==> src/rtl/dmem_arbiter.sv <==
// rtl/dmem_arbiter.sv - two-port round-robin arbiter and sequencer for the shared data memory
module dmem_arbiter #(
  parameter int AW      = 32,
  parameter int DW      = 32,
  parameter int TIMEOUT = 16
) (
  input  logic          clk,
  input  logic          rst,
  input  logic          a_req,
  input  logic          a_we,
  input  logic [AW-1:0] a_addr,
  input  logic [DW-1:0] a_wd,
  output logic          a_ack,
  output logic [DW-1:0] a_rd,
  input  logic          b_req,
  input  logic          b_we,
  input  logic [AW-1:0] b_addr,
  input  logic [DW-1:0] b_wd,
  output logic          b_ack,
  output logic [DW-1:0] b_rd,
  output logic          err,
  output logic          MemRead,
  output logic          MemWrite,
  output logic [AW-1:0] addr,
  output logic [DW-1:0] wd,
  input  logic [DW-1:0] rd,
  input  logic          state
);

  typedef enum logic [1:0] {IDLE, ACCESS, DONE} fsm_t;

  fsm_t          fsm, fsm_next;
  logic          last_grant;   // 0 = A, 1 = B
  logic          gnt_b;
  logic          we_q;
  logic [7:0]    cnt;
  logic          win_b;
  logic          hit_limit;
  logic          finish;
  logic          sel_we;
  logic [AW-1:0] sel_addr;
  logic [DW-1:0] sel_wd;
  logic [DW-1:0] cap_data;

  always_comb begin
    fsm_next  = fsm;
    win_b     = 1'b0;
    hit_limit = (cnt == 8'(TIMEOUT - 1));
    finish    = state || hit_limit;
    if (a_req && b_req) win_b = ~last_grant;
    else                win_b = b_req;
    sel_we    = win_b ? b_we   : a_we;
    sel_addr  = win_b ? b_addr : a_addr;
    sel_wd    = win_b ? b_wd   : a_wd;
    // A timed-out access or any write returns zero data.
    cap_data  = (state && !we_q) ? rd : '0;
    case (fsm)
      IDLE:    if (a_req || b_req) fsm_next = ACCESS;
      ACCESS:  if (finish) fsm_next = DONE;
      DONE:    fsm_next = IDLE;
      default: fsm_next = IDLE;
    endcase
  end

  always_ff @(posedge clk or posedge rst) begin
    if (rst) begin
      fsm        <= IDLE;
      last_grant <= 1'b1;
      gnt_b      <= 1'b0;
      we_q       <= 1'b0;
      cnt        <= '0;
      MemRead    <= 1'b0;
      MemWrite   <= 1'b0;
      addr       <= '0;
      wd         <= '0;
      a_ack      <= 1'b0;
      b_ack      <= 1'b0;
      err        <= 1'b0;
      a_rd       <= '0;
      b_rd       <= '0;
    end else begin
      fsm   <= fsm_next;
      a_ack <= 1'b0;
      b_ack <= 1'b0;
      err   <= 1'b0;
      case (fsm)
        IDLE: begin
          if (a_req || b_req) begin
            gnt_b      <= win_b;
            last_grant <= win_b;
            we_q       <= sel_we;
            addr       <= sel_addr;
            wd         <= sel_wd;
            MemRead    <= ~sel_we;
            MemWrite   <= sel_we;
            cnt        <= '0;
          end
        end
        ACCESS: begin
          if (finish) begin
            MemRead  <= 1'b0;
            MemWrite <= 1'b0;
            cnt      <= '0;
            // Completion strobe wins over the watchdog in the same cycle.
            err      <= ~state;
            if (gnt_b) begin
              b_ack <= 1'b1;
              b_rd  <= cap_data;
            end else begin
              a_ack <= 1'b1;
              a_rd  <= cap_data;
            end
          end else begin
            cnt <= cnt + 8'd1;
          end
        end
        default: ;
      endcase
    end
  end

endmodule

==> config.mk <==
export PLATFORM = sky130hd
export DESIGN_NAME = dmem_arbiter
export DESIGN_NICKNAME = d
export VERILOG_FILES = /design/src/rtl/dmem_arbiter.sv
export SDC_FILE = /design/constraint.sdc
export NUM_CORES = 1
export LEC_CHECK = 0
export CAP_MARGIN = 20
export CORE_AREA = 2 2 126 128
export DETAILED_ROUTE_END_ITERATION = 7
export DIE_AREA = 0 0 128 130
export PLACE_DENSITY = 0.8
export SETUP_SLACK_MARGIN = 0.3
export SYNTH_ARGS = -nofsm -noshare
export SYNTH_HDL_FRONTEND = slang
export SYNTH_SLANG_ARGS = --single-unit
export TNS_END_PERCENT = 30
==> constraint.sdc <==
create_clock -name clk -period 5.8 [get_ports clk]
set_input_delay 0.58 -clock clk [delete_from_list [all_inputs] [get_ports clk]]
set_output_delay 0.58 -clock clk [all_outputs]
set_load 0.1 [all_outputs]
==> metrics.md, run 1 <==
| Metric | Value |
|---|---|
| Synth Area per Inst | `12.1 sq um` |
| Worst Skew | `0.00845 ns` |
| # IOs | `300` |
| Largest net degree at the start of global routing | `129` |
| Final worst path period share | `49.0%` |
| Max Cap Viol | `0` |
| Top cells by count, synth | `dfrtp_1, nand2_1, o21ai_0` |
| Vias in the first global route | `5450` |
| Gpl congestion | `0.833` |
| Die height | `130 microns` |
| Setup tns final | `0 ns` |
| Arr. time, crit path | `3.09 ns` |
| Die Wd | `128 microns` |
| Synthesis Warnings | `0` |
| Gr ovfl total | `0` |
| Clock latency on the worst-skew pair | `0.42 ns` |
| Hpwl dp | `13400 microns` |
| # DRC | `0` |
| Outcome | `finished, final reports clean` |
| Leading area contributor after synthesis | `dfrtp_1` |
| Slew headroom | `29.2%` |
| Postcts setup bufs | `0` |
| CP Class | `primary input to register` |
| Core area | `0.0154 sq mm` |
| CTS buffer count | `17` |
| Synth Instances | `511` |
| 1st-pass router iterations | `4` |
| Post_cts resized | `0` |
| Area grow syn2layout | `59.8%` |
| Fill cells | `1166` |
| First-pass GRT wire length | `28100 microns` |
| Rows | `46` |
| Hold Path Class | `register to register` |
| TritonCTS clock tree | `built` |
| Crit path max fanout | `47` |
| Final setup fails | `0` |
| Clock Sinks | `146` |
| Most common flop cell mapped by yosys | `dfrtp_1` |
| Final Hold Viols | `0` |
| Via density | `5.39` |
| Crit start category | `primary input` |
| Fraction of layout cells with a size suffix above 1 | `6.71%` |
| Flops & latches, synth | `146` |
| Number of flops mapped to enable cells by yosys | `0` |
| Asr flop ratio synth | `100%` |
| Clock Path Buffers | `2` |
| Synth cell types | `44` |
| DIE AREA | `0.0166 sq mm` |
| Initial drt markers | `244` |
| Setup repair after global routing missed its margin | `no` |
| Routed len/inst | `18.6 microns` |
| Diode count | `0` |
| Final nets | `960` |
| Vias | `5373` |
| Max Clk Rate | `352 MHz` |
| Slew Viols, Final | `0` |
| Starting Density | `40.2%` |
| Initial antenna violation count | `0` |
| Most numerous cell in the Yosys netlist | `dfrtp_1` |
| Setup crit end kind | `register` |
| IO buf count | `299` |
| Critical Path RT | `6.05 ns` |
| GRT Util Overall | `22.0%` |
| Crit path time final | `2.84 ns` |
| Worst-path clk slew | `0.06 ns` |
| CTS Root Cell | `clkbuf_16` |
| H-tree level count | `4` |
| CTS Hold Bufs | `0` |
| Share of the yosys chip area belonging to registers | `58.9%` |
| Synth Cell Area | `0.00620 sq mm` |
| Routed wire length | `18500 microns` |
| Yosys top cell area share | `58.5%` |
| Ranking of synthesized cells by area | `dfrtp_1, mux2i_1, a32o_1` |
| Actual slew at the worst max-slew pin | `1.06 ns` |
| Synthesized netlist net count | `679` |
| Routed Antenna Nets | `0` |
[through the flow]
| stage | instances | setup slack [ns] | utilization, % | hold slack, ns | area, sq um |
|---|---|---|---|---|---|
| floorplan | 511 | 1.30 | - | 0.458 | 6200 |
| global placement | 964 | 2.65 | 59.9 | 0.462 | 9240 |
| detailed placement | 965 | 2.52 | 60.0 | 0.469 | 9260 |
| CTS | 997 | 2.97 | 64.2 | 0.483 | 9910 |
| global route | 997 | 2.82 | 64.2 | 0.500 | 9910 |
| finish | 997 | 2.96 | 64.2 | 0.476 | 9910 |
[worst max-delay path: stages]
cell and delay (ns):
clkdlybuf4s50_1 0.59, a21boi_4 0.71, buf_4 0.75, mux2i_1 0.28
o21ai_0 0.12
[logic make-up after synthesis]
| family | synth area share [%] |
|---|---|
| flip-flops | 58.9 |
| buffers and inverters | 4.50 |
| multiplexers | 10.7 |
| AND/OR/NAND/NOR | 7.16 |
| adder cells (fa/ha/maj) | 0.202 |
| AO/OA/AOI/OAI | 18.5 |
[worst paths after layout]
path                        start        to  slack [ns]  cells past startpoint
max                         b_req  addr[11]        2.96                      5
min reg2reg                wd[13]    wd[13]        0.48                      2
max reg2reg                fsm[1]  a_rd[15]        3.37                      4
max in group asynchronous     rst    fsm[1]        3.78                      3
min                        wd[13]    wd[13]        0.48                      2
min in group asynchronous     rst   a_rd[2]        0.64                      2
[layout make-up]
type | count | area, sq um | share of cell area (%)
multi-input combinational | 318 | 2300 | 23.2
clock buffer | 19 | 453 | 4.57
sequential | 146 | 3650 | 36.9
timing repair buffer | 304 | 3040 | 30.7
inverter | 5 | 23.8 | 0.240
clock inverter | 13 | 195 | 1.97
tap | 192 | 240 | 2.42
[placed cells by master (no fill, tap or decap), types with 2 or more instances in the layout]
| cell type | count |
|---|---|
| a21oi_1 | 4 |
| a31oi_1 | 5 |
| a32o_1 | 64 |
| and3_1 | 3 |
| buf_4 | 4 |
| bufinv_16 | 4 |
| clkbuf_16 | 17 |
| clkbuf_8 | 2 |
| clkdlybuf4s50_1 | 299 |
| clkinv_4 | 2 |
| dfrtp_1 | 145 |
| inv_1 | 4 |
| inv_6 | 7 |
| mux2i_1 | 65 |
| nand2_1 | 75 |
| nand2_4 | 2 |
| nor2_1 | 3 |
| nor2_2 | 2 |
| o21a_1 | 2 |
| o21ai_0 | 68 |
| o31ai_1 | 2 |
[flip-flops by register name, indices dropped and copies added, names as in the netlist]
name        flops
gnt_b           1
err             1
a_rd           32
wd             32
MemRead         1
a_ack           1
cnt             8
last_grant      1
b_rd           32
b_ack           1
we_q            1
fsm             2
addr           32
MemWrite        1
[layer usage]
metal	routed length, microns	track usage [%]	part of all wire [%]
met2	9340	38.7	51
met5	0	0	0
met1	6890	24.1	37
met4	587	10.5	3.2
met3	1680	7.42	9.1
Power of run 1 is left out: the tool's default activity adds up to more than one toggle a clock period on the data nets, which glitch-free logic cannot reach.
==> run 2: changes to the inputs <==
- clock period: 5.8 -> 2.65 ns (I/O delays scaled with it)
==> run 2 against run 1 <==
Flip-flop and latch count unchanged. Setup slack got worse by 2.1 ns. Clock skew increased by 0.00070 ns. Count of clock-buffer cells in the layout decreased by 2. Hold slack got worse by 0.22 ns. Critical path depth increased by 1. Sequential share of layout area increased by 1.0 points. Critical endpoint is now addr[15].
==> metrics.md, run 2 (synthesis gave the netlist of run 1 again) <==
| Metric | Value |
|---|---|
| Crit path time final | `1.84 ns` |
| Die Wd | `128 microns` |
| Slew Viols, Final | `0` |
| Die height | `130 microns` |
| Outcome | `finished, final reports clean` |
| # DRC | `0` |
| Crit path launch | `b_req` |
| Routed len/inst | `17.8 microns` |
| Post_cts resized | `0` |
| CP endpoint | `addr[15]` |
| Cells on worst reg2reg path | `5` |
| Via density | `5.30` |
| Slowest-stage cell, CP | `clkdlybuf4s50_1` |
| Routed wire length | `17900 microns` |
| Hold Path Class | `primary input to async pin` |
| Commonest non-fill, non-tap cell in the layout | `clkdlybuf4s50_1` |
| Gpl congestion | `0.830` |
| CP Class | `primary input to register` |
| Final nets | `967` |
| Most frequent cells in the layout | `clkdlybuf4s50_1, dfrtp_1, buf_4, nand2_1, o21ai_0` |
| Actual slew at the worst max-slew pin | `0.647 ns` |
| Gr ovfl total | `0` |
| DIE AREA | `0.0166 sq mm` |
| Worst-path clk slew | `0.06 ns` |
| GRT Util Overall | `21.2%` |
| Cell chain of the critical path | `clkdlybuf4s50_1, a21boi_4, buf_12, buf_12, mux2i_1, o21ai_0` |
| Initial antenna violation count | `0` |
| CTS Hold Bufs | `0` |
| CTS Root Cell | `clkbuf_16` |
| Clock Sinks | `146` |
| Area grow syn2layout | `55.4%` |
| Max Cap Viol | `0` |
| Final setup fails | `0` |
| Diode count | `0` |
| Starting Density | `40.2%` |
| Rows | `46` |
| Worst Skew | `0.00916 ns` |
| Clock latency on the worst-skew pair | `0.42 ns` |
| Max Clk Rate | `542 MHz` |
| Final worst path period share | `69.6%` |
| Setup tns final | `0 ns` |
| Initial drt markers | `261` |
| H-tree level count | `4` |
| First-pass GRT wire length | `27400 microns` |
| 1st-pass router iterations | `4` |
| Largest net degree at the start of global routing | `132` |
| Clock Path Buffers | `2` |
| Slew headroom | `56.9%` |
| FF-to-FF setup slack | `0.83 ns` |
| Crit start category | `primary input` |
| IO buf count | `299` |
| Arr. time, crit path | `2.11 ns` |
| Crit-path max cell delay | `0.60 ns` |
| Postcts setup bufs | `0` |
| Setup repair after global routing missed its margin | `no` |
| Hpwl dp | `13400 microns` |
| Core area | `0.0154 sq mm` |
| Launch point of the worst reg-to-reg path | `cnt[1]` |
| Setup crit end kind | `register` |
| Vias | `5318` |
| Final Hold Viols | `0` |
| Crit path max fanout | `25` |
| TritonCTS clock tree | `built` |
| Routed Antenna Nets | `0` |
| CTS buffer count | `17` |
| CP most frequent cell | `buf_12` |
| Fraction of layout cells with a size suffix above 1 | `23.9%` |
| # IOs | `300` |
| Critical Path RT | `2.92 ns` |
| FF-to-FF End | `a_rd[17]` |
| Vias in the first global route | `5407` |
-- run 2: stage by stage --
step	hold WS [ns]	area, sq um	worst slack (ns)	std cells	util, %
2_1_floorplan	0.328	6200	0.553	511	-
3_3_place_gp	0.463	9040	0.523	972	58.6
3_5_place_dp	0.472	9040	0.403	972	58.6
4_1_cts	0.255	9640	0.815	1004	62.5
5_1_grt	0.284	9640	0.708	1004	62.5
6_report	0.251	9640	0.806	1004	62.5
-- run 2: worst max-delay path: cells and delay by family --
family	cells	cell delay, ns
AOI/OAI and AO/OA	2	0.50
buffers and inverters	3	1.08
muxes	1	0.24
-- run 2: worst min path at each step --
stage                     startpoint          to  slack, ns
after detailed placement       wd[2]       wd[2]       0.47
after CTS                        rst      cnt[5]       0.26
after global routing             rst    b_rd[24]       0.28
after global placement         wd[2]       wd[2]       0.46
final                            rst    b_rd[24]       0.25
after floorplan                a_req  last_grant       0.33
-- run 2: final cells by class --
type	count	area, sq um
Clock inverter	15	173
Multi-Input combinational cell	318	2300
Clock buffer	17	425
Timing Repair Buffer	311	2830
Inverter	5	22.5
Tap cell	192	240
Fill cell	1222	5790
Sequential cell	146	3650
-- run 2: layer usage --
layer,vias up,routed length (microns),part of all wire [%],GRT usage (%)
met5,-,0,0,0
met4,0,520,2.9,9.11
met3,33,1540,8.6,7.38
met2,267,8990,50,36.0
met1,2549,6870,38,24.6
li1,2469,-,-,-
Power of run 2 is left out for the same reason.
